**config.mk**
```make
export PLATFORM = sky130hd
export DESIGN_NAME = digit_select_k
export DESIGN_NICKNAME = d
export VERILOG_FILES = /design/src/rtl/digit_select_k_pkg.sv /design/src/rtl/digit_stack.sv /design/src/rtl/digit_select_k.sv
export SDC_FILE = /design/constraint.sdc
export NUM_CORES = 1
export LEC_CHECK = 0
export BUFFER_PORTS_ARGS = -buffer_cell sky130_fd_sc_hd__buf_4
export CAP_MARGIN = 20
export CORE_MARGIN = 2
export CORE_UTILIZATION = 55
export CTS_CLUSTER_SIZE = 12
export DETAILED_ROUTE_END_ITERATION = 6
export GPL_TIMING_DRIVEN = 0
export PLACE_DENSITY_LB_ADDON = 0.12
export SETUP_SLACK_MARGIN = 0.5
export SYNTH_ARGS = -nofsm -noshare
export SYNTH_HDL_FRONTEND = slang
export SYNTH_SLANG_ARGS = --single-unit
```
**constraint.sdc**
```tcl
create_clock -name sysclk -period 8.9 [get_ports sysclk]
set_input_delay 1.78 -clock sysclk [delete_from_list [all_inputs] [get_ports sysclk]]
set_output_delay 1.78 -clock sysclk [all_outputs]
set_load 0.005 [all_outputs]
```
**src/rtl/digit_select_k_pkg.sv**
```systemverilog
// Shared definitions for the digit_select_k block: FSM encoding, BCD width,
// the base-10 constant and a BCD range helper.
package digit_select_k_pkg;

    typedef enum logic [1:0] {
        ST_ACCEPT = 2'd0,
        ST_POP    = 2'd1,
        ST_EMIT   = 2'd2
    } state_t;

    localparam int BCD_W    = 4;
    localparam int BASE_TEN = 10;
    localparam logic [BCD_W-1:0] BCD_MAX = 4'd9;

    function automatic logic bcd_valid(input logic [BCD_W-1:0] d);
        return (d <= BCD_MAX);
    endfunction

endpackage

```
**src/rtl/digit_stack.sv**
```systemverilog
// K_SEL-deep BCD digit stack with push/pop, random read index and depth.
module digit_stack
    import digit_select_k_pkg::*;
#(
    parameter int K_SEL = 12
) (
    input  logic                         sysclk,
    input  logic                         reset,
    input  logic                         clr,
    input  logic                         push,
    input  logic                         pop,
    input  logic [BCD_W-1:0]             push_digit,
    input  logic [$clog2(K_SEL+1)-1:0]   rd_idx,
    output logic [BCD_W-1:0]             rd_digit,
    output logic [BCD_W-1:0]             top_digit,
    output logic [$clog2(K_SEL+1)-1:0]   depth
);

    localparam int DEP_W = $clog2(K_SEL + 1);
    localparam int AW    = (K_SEL > 1) ? $clog2(K_SEL) : 1;
    localparam logic [DEP_W-1:0] K_CNT = DEP_W'(K_SEL);

    logic [BCD_W-1:0] mem_r [K_SEL];
    logic [DEP_W-1:0] depth_r;

    // Stack storage and depth pointer; clr wins over push/pop.
    always_ff @(posedge sysclk) begin
        if (reset) begin
            depth_r <= {DEP_W{1'b0}};
            for (int i = 0; i < K_SEL; i++) begin
                mem_r[i] <= {BCD_W{1'b0}};
            end
        end else if (clr) begin
            depth_r <= {DEP_W{1'b0}};
        end else if (push && (depth_r < K_CNT)) begin
            mem_r[AW'(depth_r)] <= push_digit;
            depth_r             <= depth_r + DEP_W'(1'b1);
        end else if (pop && (depth_r != {DEP_W{1'b0}})) begin
            depth_r <= depth_r - DEP_W'(1'b1);
        end else begin
            depth_r <= depth_r;
        end
    end

    // Read ports; out-of-range indices read as zero.
    always_comb begin
        rd_digit  = {BCD_W{1'b0}};
        top_digit = {BCD_W{1'b0}};
        if (rd_idx < K_CNT) begin
            rd_digit = mem_r[AW'(rd_idx)];
        end else begin
            rd_digit = {BCD_W{1'b0}};
        end
        if (depth_r != {DEP_W{1'b0}}) begin
            top_digit = mem_r[AW'(depth_r - DEP_W'(1'b1))];
        end else begin
            top_digit = {BCD_W{1'b0}};
        end
    end

    assign depth = depth_r;

endmodule

```
**src/rtl/digit_select_k.sv**
```systemverilog
// Streams fixed-length BCD lines, emits the largest K_SEL-digit subsequence of
// each line (monotonic stack) and keeps a running total of the emitted values.
module digit_select_k
    import digit_select_k_pkg::*;
#(
    parameter int N_DIGITS = 100,
    parameter int K_SEL    = 12,
    parameter int SUM_W    = 64
) (
    input  logic             sysclk,
    input  logic             reset,
    input  logic             in_valid,
    output logic             in_ready,
    input  logic [BCD_W-1:0] in_digit,
    input  logic             in_last,
    output logic             out_valid,
    input  logic             out_ready,
    output logic [BCD_W-1:0] out_digit,
    output logic             out_last,
    input  logic             clr_total,
    output logic [SUM_W-1:0] total,
    output logic             err
);

    localparam int IDX_W = (N_DIGITS > 1) ? $clog2(N_DIGITS) : 1;
    localparam int DEP_W = $clog2(K_SEL + 1);
    localparam logic [IDX_W-1:0] LAST_IDX  = IDX_W'(N_DIGITS - 1);
    localparam logic [DEP_W-1:0] K_CNT     = DEP_W'(K_SEL);
    localparam logic [DEP_W-1:0] LAST_EMIT = DEP_W'(K_SEL - 1);

    state_t           state_r, state_next_s;
    logic             in_ready_r;
    logic [BCD_W-1:0] pend_r;
    logic [IDX_W-1:0] idx_r;
    logic             err_r;
    logic [DEP_W-1:0] emit_idx_r;
    logic             out_valid_r;
    logic [BCD_W-1:0] out_digit_r;
    logic             out_last_r;
    logic [SUM_W-1:0] value_r;
    logic [SUM_W-1:0] total_r;

    logic             stk_clr_s, stk_push_s, stk_pop_s;
    logic [DEP_W-1:0] stk_rd_idx_s, stk_depth_s;
    logic [BCD_W-1:0] stk_rd_digit_s, stk_top_s;

    logic             accept_s, at_last_s, drop_s, fmt_err_s;
    logic             out_xfer_s, line_done_s, can_pop_s;
    logic [31:0]      room_s;
    logic [BCD_W-1:0] first_digit_s;
    logic [SUM_W-1:0] line_value_s;

    digit_stack #(.K_SEL(K_SEL)) u_stack (
        .sysclk     (sysclk),
        .reset      (reset),
        .clr        (stk_clr_s),
        .push       (stk_push_s),
        .pop        (stk_pop_s),
        .push_digit (pend_r),
        .rd_idx     (stk_rd_idx_s),
        .rd_digit   (stk_rd_digit_s),
        .top_digit  (stk_top_s),
        .depth      (stk_depth_s)
    );

    assign accept_s    = in_valid & in_ready_r;
    assign at_last_s   = (idx_r == LAST_IDX);
    assign drop_s      = accept_s & ((in_last & ~at_last_s) | ~bcd_valid(in_digit));
    assign fmt_err_s   = drop_s | (accept_s & ~in_last & at_last_s);
    assign out_xfer_s  = out_valid_r & out_ready;
    assign line_done_s = out_xfer_s & out_last_r;
    assign line_value_s = value_r * SUM_W'(BASE_TEN) + SUM_W'(out_digit_r);

    // Popping is only allowed while the remaining digits can still refill K_SEL slots.
    assign room_s    = 32'(stk_depth_s) + 32'(N_DIGITS) - 32'(idx_r) - 32'd1;
    assign can_pop_s = (stk_depth_s != {DEP_W{1'b0}}) & (stk_top_s < pend_r) &
                       (room_s >= 32'(K_SEL));
    assign first_digit_s = (stk_depth_s == {DEP_W{1'b0}}) ? pend_r : stk_rd_digit_s;

    // Next-state and stack control.
    always_comb begin
        state_next_s = state_r;
        stk_push_s   = 1'b0;
        stk_pop_s    = 1'b0;
        stk_clr_s    = 1'b0;
        stk_rd_idx_s = {DEP_W{1'b0}};
        case (state_r)
            ST_ACCEPT: begin
                if (drop_s) begin
                    stk_clr_s = 1'b1;
                end else if (accept_s) begin
                    state_next_s = ST_POP;
                end else begin
                    state_next_s = ST_ACCEPT;
                end
            end
            ST_POP: begin
                if (can_pop_s) begin
                    stk_pop_s = 1'b1;
                end else begin
                    stk_push_s = (stk_depth_s < K_CNT);
                    if (at_last_s) begin
                        state_next_s = ST_EMIT;
                    end else begin
                        state_next_s = ST_ACCEPT;
                    end
                end
            end
            ST_EMIT: begin
                stk_rd_idx_s = emit_idx_r + DEP_W'(1'b1);
                if (line_done_s) begin
                    stk_clr_s    = 1'b1;
                    state_next_s = ST_ACCEPT;
                end else begin
                    state_next_s = ST_EMIT;
                end
            end
            default: begin
                state_next_s = ST_ACCEPT;
            end
        endcase
    end

    // Control registers: state, ready, pending digit, line index, sticky error.
    always_ff @(posedge sysclk) begin
        if (reset) begin
            state_r    <= ST_ACCEPT;
            in_ready_r <= 1'b0;
            pend_r     <= {BCD_W{1'b0}};
            idx_r      <= {IDX_W{1'b0}};
            err_r      <= 1'b0;
        end else begin
            state_r    <= state_next_s;
            in_ready_r <= (state_next_s == ST_ACCEPT);
            if (accept_s) begin
                pend_r <= in_digit;
            end else begin
                pend_r <= pend_r;
            end
            if (drop_s || line_done_s) begin
                idx_r <= {IDX_W{1'b0}};
            end else if ((state_r == ST_POP) && !can_pop_s && !at_last_s) begin
                idx_r <= idx_r + IDX_W'(1'b1);
            end else begin
                idx_r <= idx_r;
            end
            if (fmt_err_s) begin
                err_r <= 1'b1;
            end else begin
                err_r <= err_r;
            end
        end
    end

    // Output digit register and line value accumulation.
    always_ff @(posedge sysclk) begin
        if (reset) begin
            out_valid_r <= 1'b0;
            out_digit_r <= {BCD_W{1'b0}};
            out_last_r  <= 1'b0;
            emit_idx_r  <= {DEP_W{1'b0}};
            value_r     <= {SUM_W{1'b0}};
        end else if ((state_r == ST_POP) && (state_next_s == ST_EMIT)) begin
            out_valid_r <= 1'b1;
            out_digit_r <= first_digit_s;
            out_last_r  <= (LAST_EMIT == {DEP_W{1'b0}});
            emit_idx_r  <= {DEP_W{1'b0}};
            value_r     <= {SUM_W{1'b0}};
        end else if (line_done_s) begin
            out_valid_r <= 1'b0;
            out_digit_r <= {BCD_W{1'b0}};
            out_last_r  <= 1'b0;
            emit_idx_r  <= {DEP_W{1'b0}};
            value_r     <= {SUM_W{1'b0}};
        end else if (out_xfer_s) begin
            out_digit_r <= stk_rd_digit_s;
            out_last_r  <= ((emit_idx_r + DEP_W'(1'b1)) == LAST_EMIT);
            emit_idx_r  <= emit_idx_r + DEP_W'(1'b1);
            value_r     <= line_value_s;
        end else begin
            out_valid_r <= out_valid_r;
            out_digit_r <= out_digit_r;
            out_last_r  <= out_last_r;
            emit_idx_r  <= emit_idx_r;
            value_r     <= value_r;
        end
    end

    // Running total; a clear coinciding with line completion keeps that line's value.
    always_ff @(posedge sysclk) begin
        if (reset) begin
            total_r <= {SUM_W{1'b0}};
        end else if (line_done_s) begin
            total_r <= clr_total ? line_value_s : (total_r + line_value_s);
        end else if (clr_total) begin
            total_r <= {SUM_W{1'b0}};
        end else begin
            total_r <= total_r;
        end
    end

    assign in_ready  = in_ready_r;
    assign out_valid = out_valid_r;
    assign out_digit = out_digit_r;
    assign out_last  = out_last_r;
    assign total     = total_r;
    assign err       = err_r;

endmodule
```
; Yosys cells after proc, flatten, opt, wreduce, memory -nomap -nowiden
; Memory sizes are Yosys's and may differ from the RTL's.
; Index checks and enable logic that the tools add are counted.
; W data, S select, Z words.
[op_classes]
n_addsub = 9
n_mul = 1
magnitude_cmp = 5
n_eq_ne = 5
mux = 36
bitwise_logic = 14
reduce_logical = 20
[ops]
columns = op, count
row1 = $mux W64, 3
row2 = $add A64 B4 Y64, 1
row3 = $add A64 B64 Y64, 1
row4 = $mul A64 B3 Y63 const B, 1
row5 = $mux W4, 11
row6 = $ge A32 B4 Y1 const B, 1
row7 = $mux W1, 16
row8 = $sub A9 B2 Y10 const B, 1
row9 = $and A1 B1 Y1, 9
row10 = $sub A8 B7 Y9, 1
row11 = $add A4 B1 Y4 const B, 2
row12 = $add A4 B7 Y8 const B, 1
row13 = $lt A4 B4 Y1 const B, 2
row14 = $mux W2, 4
row15 = $add A7 B1 Y7 const B, 1
row16 = $eq A7 B7 Y1 const B, 1
row17 = $pmux W2 S3, 1
row18 = $reduce_bool A2 Y1, 3
row19 = $logic_and A1 B1 Y1, 5
row20 = $eq A2 B2 Y1 const B, 2
row21 = $eq A4 B4 Y1 const B, 1
row22 = $le A4 B4 Y1 const B, 1
row23 = $logic_not A2 Y1, 2
row24 = $logic_not A4 Y1, 1
row25 = 13 further kinds, 18
[word_totals]
reg_bits = 157
ram_bits = 48
out_inout_bits = 72
wordCells = 103
n_memories = 1
[memory_table]
columns = memory, depth, width, rd, rd_clocked_by_memory_dff, wr, line
row1 = u_stack.mem_r, 12, 4, 2, 0, 12, digit_stack.sv:23  ; logic [BCD_W-1:0] mem_r [K_SEL];

; Logic depth before layout (Yosys ltp)
; Gate-level depths: netlist (run 1).
; An unclocked memory read counts as a cell.
[depth]
depth_word = 15
mapped_depth = 35
mapped_depth_nobuf = 32

; Hierarchy
; A second synthesis (run 1) with hierarchy kept.
[hier_totals]
cells_unflattened = 2459
hier_area_um2 = 20088.0
[modules_own_cells]
columns = mod, n_inst, cells_per_inst, area_per_inst_um2
row1 = digit_select_k, 1, 2198, 16393.2
row2 = digit_stack, 1, 261, 3694.8

; Least setup slack after synthesis (run 1)
; OpenSTA, ideal clock, no wires.
[synth_path]
kind = reg-to-reg
from = register value_r[1]
to = register total_r[63], in the netlist total[63]
setup_time_ns = 0.131
arrival_ns = 6.345
required_time_ns = 8.769
path_slack_ns = 2.424
path_stages_with_launch = 36
synth_period_minus_slack_ns = 6.476
cell_sequence = dfxtp_1 > ha_1 > ha_1 > inv_1 > fa_1 > and2b_1 > o2111ai_2 > nand3_1 > a21oi_1 > or4_1 > buf_2 > nand2_1 > xor2_1 > and4_1 > buf_2 > nand3_1 > nor2_1 > and3_1 > xnor2_1 > inv_1 > ha_1 > clkbuf_1 > a21o_1 > a21o_1 > a21oi_1 > o21ai_0 > a21o_1 > a21oi_1 > and4_1 > a211oi_1 > nand2b_1 > a32oi_1 > nor2_1 > o22a_1 > a31oi_1 > o32ai_1
[synth_via]
elab_chain_cells = 5
[synth_lines]
columns = element, line
row1 = "start, declared", digit_select_k.sv:40  ; logic [SUM_W-1:0] value_r;
row2 = "start signal, assigned", digit_select_k.sv:162  ; value_r <= {SUM_W{1'b0}};
row3 = "start signal, assigned", digit_select_k.sv:168  ; value_r <= {SUM_W{1'b0}};
row4 = "start signal, assigned", digit_select_k.sv:174  ; value_r <= {SUM_W{1'b0}};
row5 = $mul A64 B3 Y63, digit_select_k.sv:72  ; assign line_value_s = value_r * SUM_W'(BASE_TEN) + SUM_W'(out_digit_r);
row6 = $add A64 B4 Y64, digit_select_k.sv:72
row7 = net line_value_s[42], digit_select_k.sv:51  ; logic [SUM_W-1:0] line_value_s;
row8 = $add A64 B64 Y64, digit_select_k.sv:194  ; total_r <= clr_total ? line_value_s : (total_r + line_value_s);
row9 = $mux W64, digit_select_k.sv:194
row10 = $mux W64, digit_select_k.sv:193  ; end else if (line_done_s) begin
row11 = "end signal, assigned", digit_select_k.sv:192  ; total_r <= {SUM_W{1'b0}};
row12 = "end signal, assigned", digit_select_k.sv:194
row13 = "end signal, assigned", digit_select_k.sv:196  ; total_r <= {SUM_W{1'b0}};
row14 = "end, declared", digit_select_k.sv:41  ; logic [SUM_W-1:0] total_r;
; The timed path passes the listed nets, and every way through them passes these cells.
; A chain may end at the register's enable or synchronous reset.

; Final worst setup path (run 1)
; Ends and elaborated chain as after synthesis.

==> impl_metrics.json, run 1 <==
{
  "drv_cap": 0,
  "syn-cell-area_mm2": 0.0199,
  "io_pins": 82,
  "outcome": "complete, no violations",
  "port_buffers": 79,
  "synth_compound_area_frac": 0.221,
  "cp-startpoint": "value_r[1]$_SDFFE_PP0P_",
  "cts.repair_timing.setup_buffer_count": 0,
  "skew_ps": 10.2,
  "reg2reg_from": "value_r[1]$_SDFFE_PP0P_",
  "synth-simple-area-share": 0.234,
  "syn_to_final_growth_pct": 10.1,
  "ctsHoldBuffers": 0,
  "synth_area_leaders": "dfxtp_1 16%, ha_1 13%, edfxtp_1 9.7%, nor2_1 5.3%, a21oi_1 5.2%",
  "min_period_over_period": 0.915,
  "p_per_area_mw_per_mm2": 97.5,
  "totalPowerFinal_mw": 2.13,
  "r2r-end": "total[63]$_SDFFE_PP0P_",
  "endpoint_kind": "flip-flop",
  "p_leak_nw": 9.62,
  "routed.top_layer": "met4",
  "antenna_found_initial": 1,
  "whs_endpoint": "err$_SDFFE_PP0P_",
  "root_buffer": "clkbuf_16",
  "synth.distinct_cells": 97,
  "clk_path_buf_depth": 3,
  "synth_top_family_by_area": "simple AND/OR/NAND/NOR gates",
  "synthAdderAreaFrac": 0.137,
  "cts_sinks": 220,
  "critPathMostFrequentCell": "ha_1",
  "grt_use_total": 0.328,
  "synth_common_cells": "281 x nor2_1, 270 x nand2_1, 211 x ha_1",
  "tritoncts": "yes",
  "htree_num_levels": 1,
  "yosys.area.top_type": "dfxtp_1",
  "min_period_ps": 8150,
  "synthFlopType": "dfxtp_1",
  "clk_latency_ps": 530,
  "synth_xor_xnor_area_share": 0.0788,
  "drc": 0,
  "min-delay-start": "err$_SDFFE_PP0P_",
  "crit_path_start_kind": "flip-flop",
  "gr-total-overflow": 0,
  "met3WireLength_um": 4220,
  "wl_met1_um": 27300,
  "place_area_mm2": 0.0211,
  "final-hold-violation-count": 0,
  "rsz0062_at_grt": "no",
  "drtPass1Iterations": 5,
  "via_per_inst": 6.32,
  "die_area_mm2": 0.0377,
  "drive_gt1_frac": 0.0747,
  "routed_wl_um": 64000,
  "holdCritPathClass": "flip-flop to flip-flop",
  "place_congestion": 0.974,
  "cp_max_fo": 6,
  "die_x_um": 194,
  "fin_setup_tns_ps": 0,
  "grt_max_degree": 13,
  "ys_ff_latch": 220,
  "slowest_stage": "or4_1",
  "drv_slew": 0,
  "fmax_ghz": 0.123,
  "layout.nets": 2845,
  "nFillCells": 3238,
  "drt_iter0_drc": 1626,
  "holdPathStages": 2,
  "wire_per_inst_um": 20.7,
  "postSynth.asyncResetShare": 0,
  "wl_met2_um": 29600,
  "cts_resized": 0,
  "design_area_mm2": 0.0219,
  "muxShareOfSynthArea": 0.0359,
  "place_inst": 3054,
  "ys_warn_count": 0,
  "dp_hpwl_um": 50800,
  "synth_top_area_frac": 0.157,
  "core_mm2": 0.0356,
  "row_count": 69,
  "stdcell_count": 3100,
  "arrival_ps": 8530,
  "setup_slack_ps": 754,
  "peakVddDrop_mv": 0.135,
  "r2r_slack_ps": 750,
  "synth_seq_area_share": 0.254,
  "final_core_util": 0.615,
  "synthesis.instances": 2499,
  "slew_headroom": 0.380,
  "ant_nets": 0,
  "avgSynthCellArea_um2": 7.95,
  "die_y_um": 194,
  "grt_pass1_wl_um": 99700,
  "worstPathRequired_ps": 9280,
  "r2r_cells": 30,
  "clk_pin_slew_ps": 60,
  "cts_buffers": 25,
  "pre_cts_ws_ps": 1010,
  "slowest_delay_ps": 540,
  "worst_pin_slew_ps": 923,
  "worst-setup-path-type": "flip-flop to flip-flop",
  "worst_hold_slack_ps": 491,
  "synth_edf_count": 64,
  "dr_total_vias": 19600,
  "initial_core_util": 0.559,
  "setup_viol": 0,
  "yosysMostFrequentCell": "nor2_1",
  "grt_pass1_vias": 18500
}
-- cells in the final DEF, fill, tap and decap left out, types with 11 or more instances in the layout --
cell and n:
edfxtp_1 64, a211oi_1 48, ha_1 211, a21o_1 80, o21bai_1 19, and3_1 65, xor2_1 75, and2_1 18
nor2_1 280, a21oi_1 205, o21ai_1 12, a22oi_1 41, nand2b_1 21, mux2i_1 15, xnor2_1 99, nand3_1 63
o21ai_0 129, clkbuf_16 25, or3_1 14, o21a_1 13, nand2_1 270, a221oi_1 11, o211ai_1 17, buf_2 12
nor2b_1 31, buf_4 81, dfxtp_1 156, nand4_1 51, inv_1 67, conb_1 16, clkbuf_1 119, mux4_2 25
nor3_1 78, a31oi_1 22
-- worst max-delay path by stage --
| stage | end | slack (ps) | depth (start not counted) |
|---|---|---|---|
| after floorplan | total[63]$_SDFFE_PP0P_ | 2420 | 35 |
| after global placement | total[60]$_SDFFE_PP0P_ | 1080 | 32 |
| after detailed placement | total[63]$_SDFFE_PP0P_ | 1010 | 33 |
| after CTS | total[63]$_SDFFE_PP0P_ | 910 | 33 |
| after global routing | total[63]$_SDFFE_PP0P_ | 540 | 35 |
| final | total[63]$_SDFFE_PP0P_ | 750 | 30 |
-- critical path, delay by kind of cell (launching register included) --
kind	cells	cell delay [ps]
adder cells (fa/ha/maj)	4	1300
XOR/XNOR	2	630
AND/OR/NAND/NOR	11	2610
AO/OA/AOI/OAI	9	2480
flip-flops	1	380
buffers and inverters	4	580
-- sequential cells by signal, indices dropped and copies added, names as in the netlist, 2 cells and up --
register / flops
value_r: 63
total: 64
idx_r: 7
u_stack.depth: 4
emit_idx_r: 4
state_r: 2
u_stack.mem_r: 64
pend_r: 4
out_digit: 4
-- power by group --
part	internal [mW]	switching [mW]	total, mW	leakage (nW)
combinational	0.0250	0.0539	0.0789	7.33
clock	0.572	0.425	0.996	0.370
sequential	1.04	0.0121	1.06	1.92
-- cell families after synthesis --
group / after synthesis
other: 1
flip-flops: 220
AO/OA/AOI/OAI: 685
adder cells (fa/ha/maj): 215
multiplexers: 40
XOR/XNOR: 177
buffers and inverters: 201
AND/OR/NAND/NOR: 960
-- per-layer routing --
metal  track usage  vias to the layer above
li1              -                     9364
met1         0.426                     9256
met5             0                        -
met4         0.147                        0
met3        0.0355                      160
met2         0.551                      814
-- area by class of cell --
class | instances | area (µm²) | share of cell area
clock inverters | 13 | 110 | 0.00503
repair buffers | 79 | 593 | 0.0271
diodes | 1 | 2.50 | 0.000114
inverters | 68 | 255 | 0.0117
flip-flops and latches | 220 | 5040 | 0.231
clock buffers | 32 | 652 | 0.0298
multi-input cells | 2093 | 14100 | 0.645
plain buffers | 133 | 529 | 0.0242
well taps | 461 | 577 | 0.0264
No activity file was read; power rests on OpenSTA's default activity.
==> run 2: changes to the inputs <==
--- a/config.mk
+++ b/config.mk
@@ -7,12 +7,13 @@
 export LEC_CHECK = 0
 export BUFFER_PORTS_ARGS = -buffer_cell sky130_fd_sc_hd__buf_4
 export CAP_MARGIN = 20
-export CORE_MARGIN = 2
-export CORE_UTILIZATION = 55
+export CORE_MARGIN = 3
+export CORE_UTILIZATION = 42
 export CTS_CLUSTER_SIZE = 12
 export DETAILED_ROUTE_END_ITERATION = 6
 export GPL_TIMING_DRIVEN = 0
 export PLACE_DENSITY_LB_ADDON = 0.12
+export RECOVER_POWER = 50
 export SETUP_SLACK_MARGIN = 0.5
 export SYNTH_ARGS = -nofsm -noshare
 export SYNTH_HDL_FRONTEND = slang
==> impl_metrics.json, run 2 (synthesis results as in run 1) <==
{
  "clock_power_share": 0.492,
  "wire_per_inst_um": 20.9,
  "place_congestion": 0.964,
  "r2r_slack_ps": 740,
  "layout.nets": 2849,
  "port_buffers": 79,
  "p_switching_uw": 503,
  "gr-total-overflow": 0,
  "via_per_inst": 5.91,
  "endpoint_kind": "flip-flop",
  "final_core_util": 0.474,
  "die_x_um": 224,
  "worst_pin_slew_ps": 1000,
  "antenna_found_initial": 0,
  "dr_total_vias": 19200,
  "p_per_area_mw_per_mm2": 101,
  "p_leak_nw": 9.60,
  "final_common_cell": "nor2_1",
  "drt_iter0_drc": 1295,
  "worst-setup-path-type": "flip-flop to flip-flop",
  "slew_headroom": 0.332,
  "drv_cap": 0,
  "drv_slew": 0,
  "row_count": 79,
  "skew_ps": 10.9,
  "final-hold-violation-count": 0,
  "tritoncts": "yes",
  "die_area_mm2": 0.0500,
  "clk_path_buf_depth": 3,
  "root_buffer": "clkbuf_16",
  "initial_core_util": 0.426,
  "htree_num_levels": 1,
  "worst_hold_slack_ps": 481,
  "p_comb_frac": 0.035,
  "cts_buffers": 25,
  "holdPathStages": 2,
  "drtPass1Iterations": 7,
  "min_period_over_period": 0.916,
  "arrival_ps": 8540,
  "cp_max_fo": 6,
  "seqPwrFrac": 0.472,
  "syn_to_final_growth_pct": 11.4,
  "peakVddDrop_mv": 0.126,
  "cts_sinks": 220,
  "n_antenna_cell": 0,
  "ctsHoldBuffers": 0,
  "p_int_mw": 1.73,
  "drive_gt1_frac": 0.0734,
  "grt_use_total": 0.265,
  "rsz0062_at_grt": "yes",
  "r2r_cells": 28,
  "p_sw_frac": 0.225,
  "slowest_stage": "a2111oi_2",
  "dp_hpwl_um": 54900,
  "holdCritPathClass": "flip-flop to flip-flop",
  "drc": 0,
  "worstPathRequired_ps": 9290,
  "setup_viol": 0,
  "ant_nets": 0,
  "fin_setup_tns_ps": 0,
  "final_cell_mix": "280 x nor2_1, 270 x nand2_1, 211 x ha_1",
  "outcome": "complete, no violations",
  "clk_pin_slew_ps": 60,
  "slowest_delay_ps": 510,
  "crit_path_start_kind": "flip-flop",
  "core_mm2": 0.0467,
  "critPathMostFrequentCell": "ha_1",
  "grt_pass1_vias": 18400,
  "grt_pass1_wl_um": 105000,
  "clk_latency_ps": 540,
  "fmax_ghz": 0.123,
  "routed_wl_um": 68000,
  "io_pins": 82,
  "die_y_um": 224,
  "grt_max_degree": 14,
  "min_period_ps": 8160
}
==> run 2: worst max-delay path: cells and delay by family (launching register included) <==
family / cells / cell delay, ps
AOI/OAI and AO/OA: 10 / 3140
adders and majority gates: 4 / 1130
DFF: 1 / 430
buffers and inverters: 2 / 230
and+or+nand+nor: 10 / 2390
xor gates and xnor gates: 2 / 660
==> run 2: worst paths after layout <==
path / start / end
max: value_r[1]$_SDFFE_PP0P_ / total[63]$_SDFFE_PP0P_
min: err$_SDFFE_PP0P_ / err$_SDFFE_PP0P_
max reg2reg: value_r[1]$_SDFFE_PP0P_ / total[63]$_SDFFE_PP0P_
min reg2reg: err$_SDFFE_PP0P_ / err$_SDFFE_PP0P_
==> run 2: cell type report <==
| cell class | instances | area (µm²) |
|---|---|---|
| Tap cell | 607 | 759 |
| Clock inverter | 7 | 113 |
| Inverter | 68 | 255 |
| Timing Repair Buffer | 83 | 567 |
| Buffer | 133 | 526 |
| Sequential cell | 220 | 5040 |
| Multi-Input combinational cell | 2093 | 14100 |
| Fill cell | 4719 | 24500 |
| Clock buffer | 38 | 747 |
==> run 2: stage by stage <==
step | total power [mW] | instances | cell area, µm² | setup slack [ps]
floorplan | 1.12 | 2514 | 19900 | 2420
global placement | 1.16 | 3200 | 21300 | 832
detailed placement | 1.16 | 3200 | 21300 | 786
CTS | 2.26 | 3245 | 22100 | 727
global route | 2.30 | 3249 | 22100 | 296
finish | 2.23 | 3249 | 22100 | 744
==> run 2: what timing repair did <==
action                                  CTS  global route
endpoints found under the setup margin    0             9
resized for setup                         0             8
buffers inserted                          0             4
==> run 2: layer usage <==
layer | share of wire | global-route usage | up-vias
li1 | - | - | 9394
met1 | 0.45 | 0.352 | 9142
met4 | 0.033 | 0.0869 | 0
met5 | 0 | 0 | -
met3 | 0.047 | 0.0225 | 118
met2 | 0.47 | 0.459 | 536
==> run 2: power by group through the flow <==
stage	combinational, mW	sequential (mW)	clock, mW
6_report	0.0789	1.06	1.10
5_1_grt	0.0855	1.06	1.16
4_1_cts	0.0793	1.06	1.12
3_5_place_dp	0.0790	1.08	0
3_3_place_gp	0.0785	1.08	0
2_1_floorplan	0.0489	1.07	0
